### src/rtl/serial_sub_pkg.sv
// Shared types and constants for the bit-serial subtractor.
package serial_sub_pkg;

  typedef enum logic [1:0] {
    IDLE = 2'd0,
    RUN  = 2'd1,
    DONE = 2'd2
  } state_t;

  localparam int DEF_W = 8;

  // Bit counter is wide enough to hold W itself, so it never wraps on the last step.
  function automatic int cnt_width(input int w);
    return $clog2(w) + 1;
  endfunction

endpackage

### src/rtl/fs_dataflow.sv
// Combinational full subtractor cell: d = x - y - bin, bo = borrow out.
module fs_dataflow (
  input  logic x,
  input  logic y,
  input  logic bin,
  output logic d,
  output logic bo
);

  assign d  = x ^ y ^ bin;
  assign bo = (~x & y) | (~(x ^ y) & bin);

endmodule

### src/rtl/serial_subtractor.sv
// Bit-serial subtractor: diff = a - b, LSB first, one bit per clock.
// Optional signed-overflow output enabled by defining SERIAL_SUB_OVF_EN.
module serial_subtractor
  import serial_sub_pkg::*;
#(
  parameter int W = DEF_W
) (
  input  logic         clk,
  input  logic         rst,
  input  logic         start,
  input  logic [W-1:0] a,
  input  logic [W-1:0] b,
  output logic         busy,
  output logic         done,
  output logic [W-1:0] diff,
  output logic         bout
`ifdef SERIAL_SUB_OVF_EN
  ,
  output logic         ovf
`endif
);

  localparam int CW = cnt_width(W);

  state_t        state, state_nxt;
  logic [W-1:0]  a_sr, b_sr, diff_sr, diff_nxt;
  logic [CW-1:0] cnt;
  logic          borrow;
  logic          d, bo;
  logic          last;

  assign last = (cnt == CW'(W - 1));
  assign diff = diff_sr;

  fs_dataflow u_fs (
    .x  (a_sr[0]),
    .y  (b_sr[0]),
    .bin(borrow),
    .d  (d),
    .bo (bo)
  );

  // State register
  always_ff @(posedge clk) begin
    if (rst) state <= IDLE;
    else     state <= state_nxt;
  end

  // Next-state: start only matters in IDLE; DONE lasts exactly one cycle
  always_comb begin
    state_nxt = state;
    case (state)
      IDLE:    if (start) state_nxt = RUN;
      RUN:     if (last)  state_nxt = DONE;
      DONE:    state_nxt = IDLE;
      default: state_nxt = IDLE;
    endcase
  end

  // Status outputs decoded from the state register only
  always_comb begin
    busy = 1'b0;
    done = 1'b0;
    case (state)
      RUN:     busy = 1'b1;
      DONE:    begin busy = 1'b1; done = 1'b1; end
      default: ;
    endcase
  end

  // New result bit enters at the MSB; after W steps bit 0 holds the LSB
  always_comb begin
    diff_nxt        = diff_sr >> 1;
    diff_nxt[W-1]   = d;
  end

  // Datapath: capture on accepted start, one bit-step per RUN cycle.
  // bout is registered on the last step so it is valid together with done.
  always_ff @(posedge clk) begin
    if (rst) begin
      a_sr    <= '0;
      b_sr    <= '0;
      diff_sr <= '0;
      borrow  <= 1'b0;
      cnt     <= '0;
      bout    <= 1'b0;
    end else begin
      case (state)
        IDLE: if (start) begin
          a_sr    <= a;
          b_sr    <= b;
          diff_sr <= '0;
          borrow  <= 1'b0;
          cnt     <= '0;
          bout    <= 1'b0;
        end
        RUN: begin
          a_sr    <= a_sr >> 1;
          b_sr    <= b_sr >> 1;
          diff_sr <= diff_nxt;
          borrow  <= bo;
          cnt     <= cnt + CW'(1);
          if (last) bout <= bo;
        end
        default: ;
      endcase
    end
  end

`ifdef SERIAL_SUB_OVF_EN
  logic a_msb, b_msb;

  // Signed overflow: operand signs differ and result sign differs from minuend.
  // d on the last step is the result MSB.
  always_ff @(posedge clk) begin
    if (rst) begin
      a_msb <= 1'b0;
      b_msb <= 1'b0;
      ovf   <= 1'b0;
    end else if (state == IDLE && start) begin
      a_msb <= a[W-1];
      b_msb <= b[W-1];
      ovf   <= 1'b0;
    end else if (state == RUN && last) begin
      ovf   <= (a_msb ^ b_msb) & (a_msb ^ d);
    end
  end
`endif

endmodule

### config.mk
export PLATFORM = sky130hd
export DESIGN_NAME = serial_subtractor
export DESIGN_NICKNAME = d
export VERILOG_FILES = /design/src/rtl/serial_sub_pkg.sv /design/src/rtl/fs_dataflow.sv /design/src/rtl/serial_subtractor.sv
export SDC_FILE = /design/constraint.sdc
export NUM_CORES = 1
export LEC_CHECK = 0
export ABC_AREA = 1
export CAP_MARGIN = 10
export CORE_AREA = 4 4 61 63
export DETAILED_ROUTE_END_ITERATION = 6
export DIE_AREA = 0 0 65 67
export GPL_TIMING_DRIVEN = 1
export PLACE_DENSITY = 0.75
export SLEW_MARGIN = 5
export SYNTH_ARGS = -nofsm -noshare
export SYNTH_HDL_FRONTEND = slang
export SYNTH_SLANG_ARGS = --single-unit
### constraint.sdc
create_clock -name clk -period 1.5 [get_ports clk]
set_input_delay 0.45 -clock clk [delete_from_list [all_inputs] [get_ports clk]]
set_output_delay 0.45 -clock clk [all_outputs]
set_load 0.01 [all_outputs]
==> results.toml, run 1 <==
[setup_path]
cp.arrival_ps = 1070
slowest_delay_ps = 330
startpoint_type = "register"
path_cells = "buf_4 > ha_2 > buf_6"
worst_setup_path_end_kind = "primary output"
critPathMaxFanout = 2
crit_required_ps = 1050
reg2reg_setup_slack_ps = 110
slowest_stage = "dfxtp_2"
path_class = "reg2out"

[finish]
regArea_um2 = 643
n_fill_cell = 309
fin_util_pct = 62.4
drive_above_1_share_pct = 14.9
multi_input_area_um2 = 767
finalInstanceArea_mm2 = 0.00202
instances_no_fill = 308
area_delta_synth_final_pct = 32.5
fin_nets = 287
antenna_cells = 0

[clock_network]
ctsLongestPathBuffers = 2
cts_tree = "built"
cts-htree-levels = 2
post_cts_buffers = 0
cts.sinks = 32
clk_pin_slew_ps = 90
cts_buffers = 5
hold_buffers = 0
clock_insertion_delay_worst_skew_ps = 340
clock_tree.root_cell = "clkbuf_4"

[global_routing]
grt_pass1_vias = 1350
antenna_found_initial = 0
grt_max_degree = 18
grt_pass1_wl_um = 5790
grt-ovfl-total = 0
grt_usage_pct = 17.5

[synth]
syn_area_mm2 = 0.00152
synth_commonest_cells = "68 x nand2_1, 35 x nor2_1, 32 x dfxtp_1, 19 x nand3_1, 17 x a21oi_1"
yosysUniqueCellTypes = 16
yosys_register_bits = 32
synth_cells = 218
synth_largest_area_cell = "dfxtp_1"
synth-seq-area-share_pct = 42.1
synth_edf_count = 0
yosysMostFrequentCell = "nand2_1"
synth-warning-count = 0
synthFlopType = "dfxtp_1"
async_reset_ff_share_pct = 0
synthesis.nets = 244
synth_area_per_cell_um2 = 6.98
netlist.area_leader.share_pct = 42.1
synth_area_leaders = "dfxtp_1 42%, nand2_1 17%, nor2_1 8.6%, nand3_1 6.3%, a21oi_1 5.6%"

[placement]
gp_congestion = 0.817
dp_hpwl_um = 2480
io_buffers = 29
dpl-instance-area_mm2 = 0.00194
dp_slack_ps = -170
placedCellCount = 300

[timing]
final.period_utilization_pct = 102
tightest_slew_ps = 239
fin_skew_ps = 13.9
slew-limit-headroom_pct = 84.0
finalSetupTns_ps = -44.4
period_minus_slack_ps = 1520
setup_ws_ps = -24.2
rsz0062_at_grt = "yes"
slew_viol_final = 0
timing.fmax_mhz = 656
finalSetupViolations = 2
hold_violations = 0

[power_and_ir_drop]
p_seq_share_pct = 34.8
p_comb_share_pct = 50.3
clkPwrFrac_pct = 14.9
p_sw_share_pct = 39.3
peakVddDrop_mv = 0.973
power_switching_w = 0.00136
cellInternalPower_w = 0.00210
p_per_area_mw_per_mm2 = 1720
leakagePower_nw = 0.932

[die]
start_util_pct = 47.1
die_h_um = 67
core_mm2 = 0.00323
die_width_um = 65
die_area_mm2 = 0.00436
io_pins = 30
num_rows = 21

[flow_run]
max_cap_viol_count = 0

[drt]
wl_met1_um = 1630
drt_wl_total_um = 3440
route.vias.total = 1455
drcViolationCount = 0
wire_per_inst_um = 11.2
routed-wl-met2_um = 1600
ant_nets = 0
dr.pass1.iters = 4
top_layer_used = "met4"
route.met3.wl_um = 129
drt_iter0_drc = 55
viasPerCell = 4.72

[min_path]
hold_path.class = "reg2reg"

[status]
violations = "negative setup slack"
status = "finished with violations"
## per-layer routing
metal / vias up / track usage, %
met1: 647 / 21.0
met3: 9 / 5.73
met2: 23 / 28.0
met5: - / 0
li1: 776 / -
met4: 0 / 8.18
## power groups by stage
stage                     sequential [W]  clock [W]  combinational (W)
final                            0.00121   0.000517            0.00174
after global routing             0.00123   0.000565            0.00195
after CTS                        0.00120   0.000531            0.00174
after detailed placement         0.00121          0            0.00167
after global placement           0.00121          0            0.00165
after floorplan                  0.00120          0            0.00112
## through the flow
stage                     power (W)  hold WS [ps]
final                       0.00347           473
after global routing        0.00374           508
after CTS                   0.00348           476
after detailed placement    0.00288           458
after global placement      0.00286           455
after floorplan             0.00231           444
## cells in the final DEF (no fill, tap or decap)
| cell | n |
|---|---|
| nand2_1 | 68 |
| nor2_1 | 35 |
| dfxtp_1 | 30 |
| nand3_1 | 19 |
| clkdlybuf4s50_1 | 18 |
| a21oi_1 | 17 |
| buf_4 | 16 |
| o21ai_0 | 15 |
| dlygate4sd2_1 | 9 |
| inv_1 | 8 |
| clkbuf_4 | 5 |
| inv_2 | 4 |
| ha_1 | 3 |
| nand2_2 | 2 |
| ha_2 | 2 |
| clkinv_2 | 2 |
| buf_6 | 2 |
| buf_12 | 2 |
| dfxtp_2 | 2 |
| fa_1 | 1 |
| ha_4 | 1 |
| clkbuf_8 | 1 |
## worst max-delay path: cells and delay by family (launching register included)
family / cells / cell delay (ps)
buf+inv: 2 / 240
fa+ha+maj: 1 / 170
flops: 1 / 330
## logic make-up after synthesis
family,synth area share [%]
compound gates,10.5
simple gates,32.5
flops,42.1
buf+inv,8.63
fa+ha+maj,6.25
## worst paths after layout
check,from,endpoint,cells past startpoint
worst min register to register,diff[0]$_SDFFE_PP0P_,diff[0]$_SDFFE_PP0P_,2
worst max-delay path,state[1]$_SDFFE_PP0P_,done,3
worst min-delay path,diff[0]$_SDFFE_PP0P_,diff[0]$_SDFFE_PP0P_,2
worst max register to register,state[1]$_SDFFE_PP0P_,b_sr[7]$_SDFFE_PP0P_,9
## sequential cells by signal, indices dropped and copies added, names as in the netlist
register	cells
a_sr	8
b_sr	8
borrow	1
bout	1
cnt	4
diff	8
state	2
## cell type report
cell class,instances,share of cell area (%)
Inverter,12,2.23
Multi-Input combinational cell,163,38.1
Clock buffer,6,2.55
Sequential cell,32,31.9
Tap cell,46,2.86
Clock inverter,2,0.497
Timing Repair Buffer,47,21.9
## what timing repair did
item,in CTS,in global routing
endpoints found under the setup margin,11,11
pin swaps,0,0
resized for setup,25,1
No activity file was read; power rests on OpenSTA's default activity.
==> run 2, diff against run 1 <==
Settings changed: CORE_AREA 4 4 61 63 to 4 4 45 86, DIE_AREA 0 0 65 67 to 0 0 49 90, PLACE_DENSITY 0.75 to 0.74.
==> run 2 against run 1 <==
  * The run now ends clean
  * Wire length increased by 5.0%
  * Via count increased by 0.27%
  * Final cell count decreased by 5.5%
  * Clock power increased by 31%
  * Critical endpoint is now busy
  * Global-route usage about the same
  * Clock skew decreased by 7.9 ps
==> results.toml, run 2 (synthesis gave the netlist of run 1 again) <==
[status]
status = "finished clean"

[timing]
hold_violations = 0
timing.fmax_mhz = 681
period_minus_slack_ps = 1470
tightest_slew_ps = 188
slew-limit-headroom_pct = 87.5
slew_viol_final = 0
final.period_utilization_pct = 97.9
fin_skew_ps = 6.05
finalSetupViolations = 0
finalSetupTns_ps = 0
setup_ws_ps = 31.2
rsz0062_at_grt = "yes"

[min_path]
whs_endpoint = "a_sr[7]$_SDFFE_PP0P_"
worstHoldStart = "a_sr[7]$_SDFFE_PP0P_"
hold_path_depth = 2
hold_path.class = "reg2reg"

[global_routing]
grtUsageMet3_pct = 4.64
grt_pass1_vias = 1461
met2_usage_pct = 32.1
grt-ovfl-total = 0
grt_max_degree = 28
use_met1_pct = 16.4
antenna_found_initial = 0
grt_usage_pct = 17.5
grt_pass1_wl_um = 6090
grt.busiest_layer = "met2"

[setup_path]
path_class = "reg2out"
crit_required_ps = 1050
rr_startpoint = "state[1]$_SDFFE_PP0P_"
reg2reg_setup_slack_ps = 130
cp.arrival_ps = 1020
r2r_end = "b_sr[3]$_SDFFE_PP0P_"
critPathMaxFanout = 3
startpoint_type = "register"
worst_setup_path_end_kind = "primary output"
reg2reg_depth = 8

[placement]
dp_slack_ps = -238
dp_hpwl_um = 2580
gp_congestion = 0.776
io_buffers = 29
placedCellCount = 283
dpl-instance-area_mm2 = 0.00191

[clock_network]
clock_insertion_delay_worst_skew_ps = 280
ctsLongestPathBuffers = 2
cts_tree = "built"
cts.sinks = 32
cts_buffers = 5
cts-htree-levels = 2
clk_pin_slew_ps = 70
clock_tree.root_cell = "clkbuf_8"

[finish]
finalInstanceArea_mm2 = 0.00204
final_common_cell = "nand2_1"
fin_nets = 285
regArea_um2 = 643
fin_util_pct = 63.9
drive_above_1_share_pct = 14.2
area_delta_synth_final_pct = 34.1
layout_common_cells = "68 x nand2_1, 35 x nor2_1, 30 x dfxtp_1"
antenna_cells = 0
n_fill_cell = 292
multi_input_area_um2 = 782
instances_no_fill = 291

[die]
num_rows = 29
core_mm2 = 0.00319
die_area_mm2 = 0.00441
start_util_pct = 47.6
die_h_um = 90
die_width_um = 49
io_pins = 30

[drt]
route.vias.total = 1459
ant_nets = 0
viasPerCell = 5.01
dr.pass1.iters = 4
drcViolationCount = 0
wire_per_inst_um = 12.4
drt_iter0_drc = 17
drt_wl_total_um = 3620

[power_and_ir_drop]
peakVddDrop_mv = 1.15
p_per_area_mw_per_mm2 = 1780
leakagePower_nw = 0.943

[flow_run]
max_cap_viol_count = 0
[run 2: changes by cell type in the layout (fill, tap and decap cells not counted)]
cell      previous run  this run
buf_8                0         1
ha_2                 2         1
inv_6                0         1
nand2_2              2         1
inv_2                4         3
ha_4                 1         2
nand2_4              0         1
clkbuf_4             5         0
buf_4               16        13
clkbuf_8             1         6
o21ai_1              0         1
o21ai_0             15        14
[run 2: cell type report]
type | count | area share, %
multi-input cells | 163 | 38.3
repair buffers | 45 | 21.3
clock buffers | 6 | 4.05
clock inverters | 2 | 0.490
well taps | 31 | 1.90
inverters | 12 | 2.45
flip-flops and latches | 32 | 31.5
[run 2: routing by layer]
metal  part of all wire (%)  up-vias
met5                      0        -
met4                    2.3        0
met3                    3.2        5
met2                     55       24
met1                     40      659
li1                       -      771
[run 2: repair_timing]
item | CTS | global route
pin swaps | 0 | 0
endpoints found under the setup margin | 38 | 19
gates resized for setup | 23 | 10
buffers inserted | 0 | 0
hold buffers | 0 | 0
[run 2: report_power, final]
part / leakage, nW / internal, W / total, W / switching, W
logic: 0.629 / 0.000760 / 0.00175 / 0.000989
clock network: 0.0510 / 0.000365 / 0.000676 / 0.000310
registers: 0.262 / 0.00109 / 0.00121 / 0.000119
total: 0.943 / 0.00222 / 0.00363 / 0.00142
[run 2: through the flow]
stage | hold WS [ps] | total power (W)
4_1_cts | 469 | 0.00350
6_report | 468 | 0.00363
3_5_place_dp | 460 | 0.00283
2_1_floorplan | 444 | 0.00231
5_1_grt | 499 | 0.00393
3_3_place_gp | 455 | 0.00280
[run 2: worst max path at each step]
stage / endpoint / start
after floorplan: diff[0]$_SDFFE_PP0P_ / state[1]$_SDFFE_PP0P_
after global placement: diff[2]$_SDFFE_PP0P_ / start
after detailed placement: diff[6]$_SDFFE_PP0P_ / start
after CTS: busy / state[0]$_SDFFE_PP0P_
after global routing: done / state[1]$_SDFFE_PP0P_
final: busy / state[0]$_SDFFE_PP0P_
[run 2: worst max-delay path, cell delays in order, from the launching register on]
cell and delay, ps:
dfxtp_2 340, inv_2 60, ha_4 230, buf_6 110
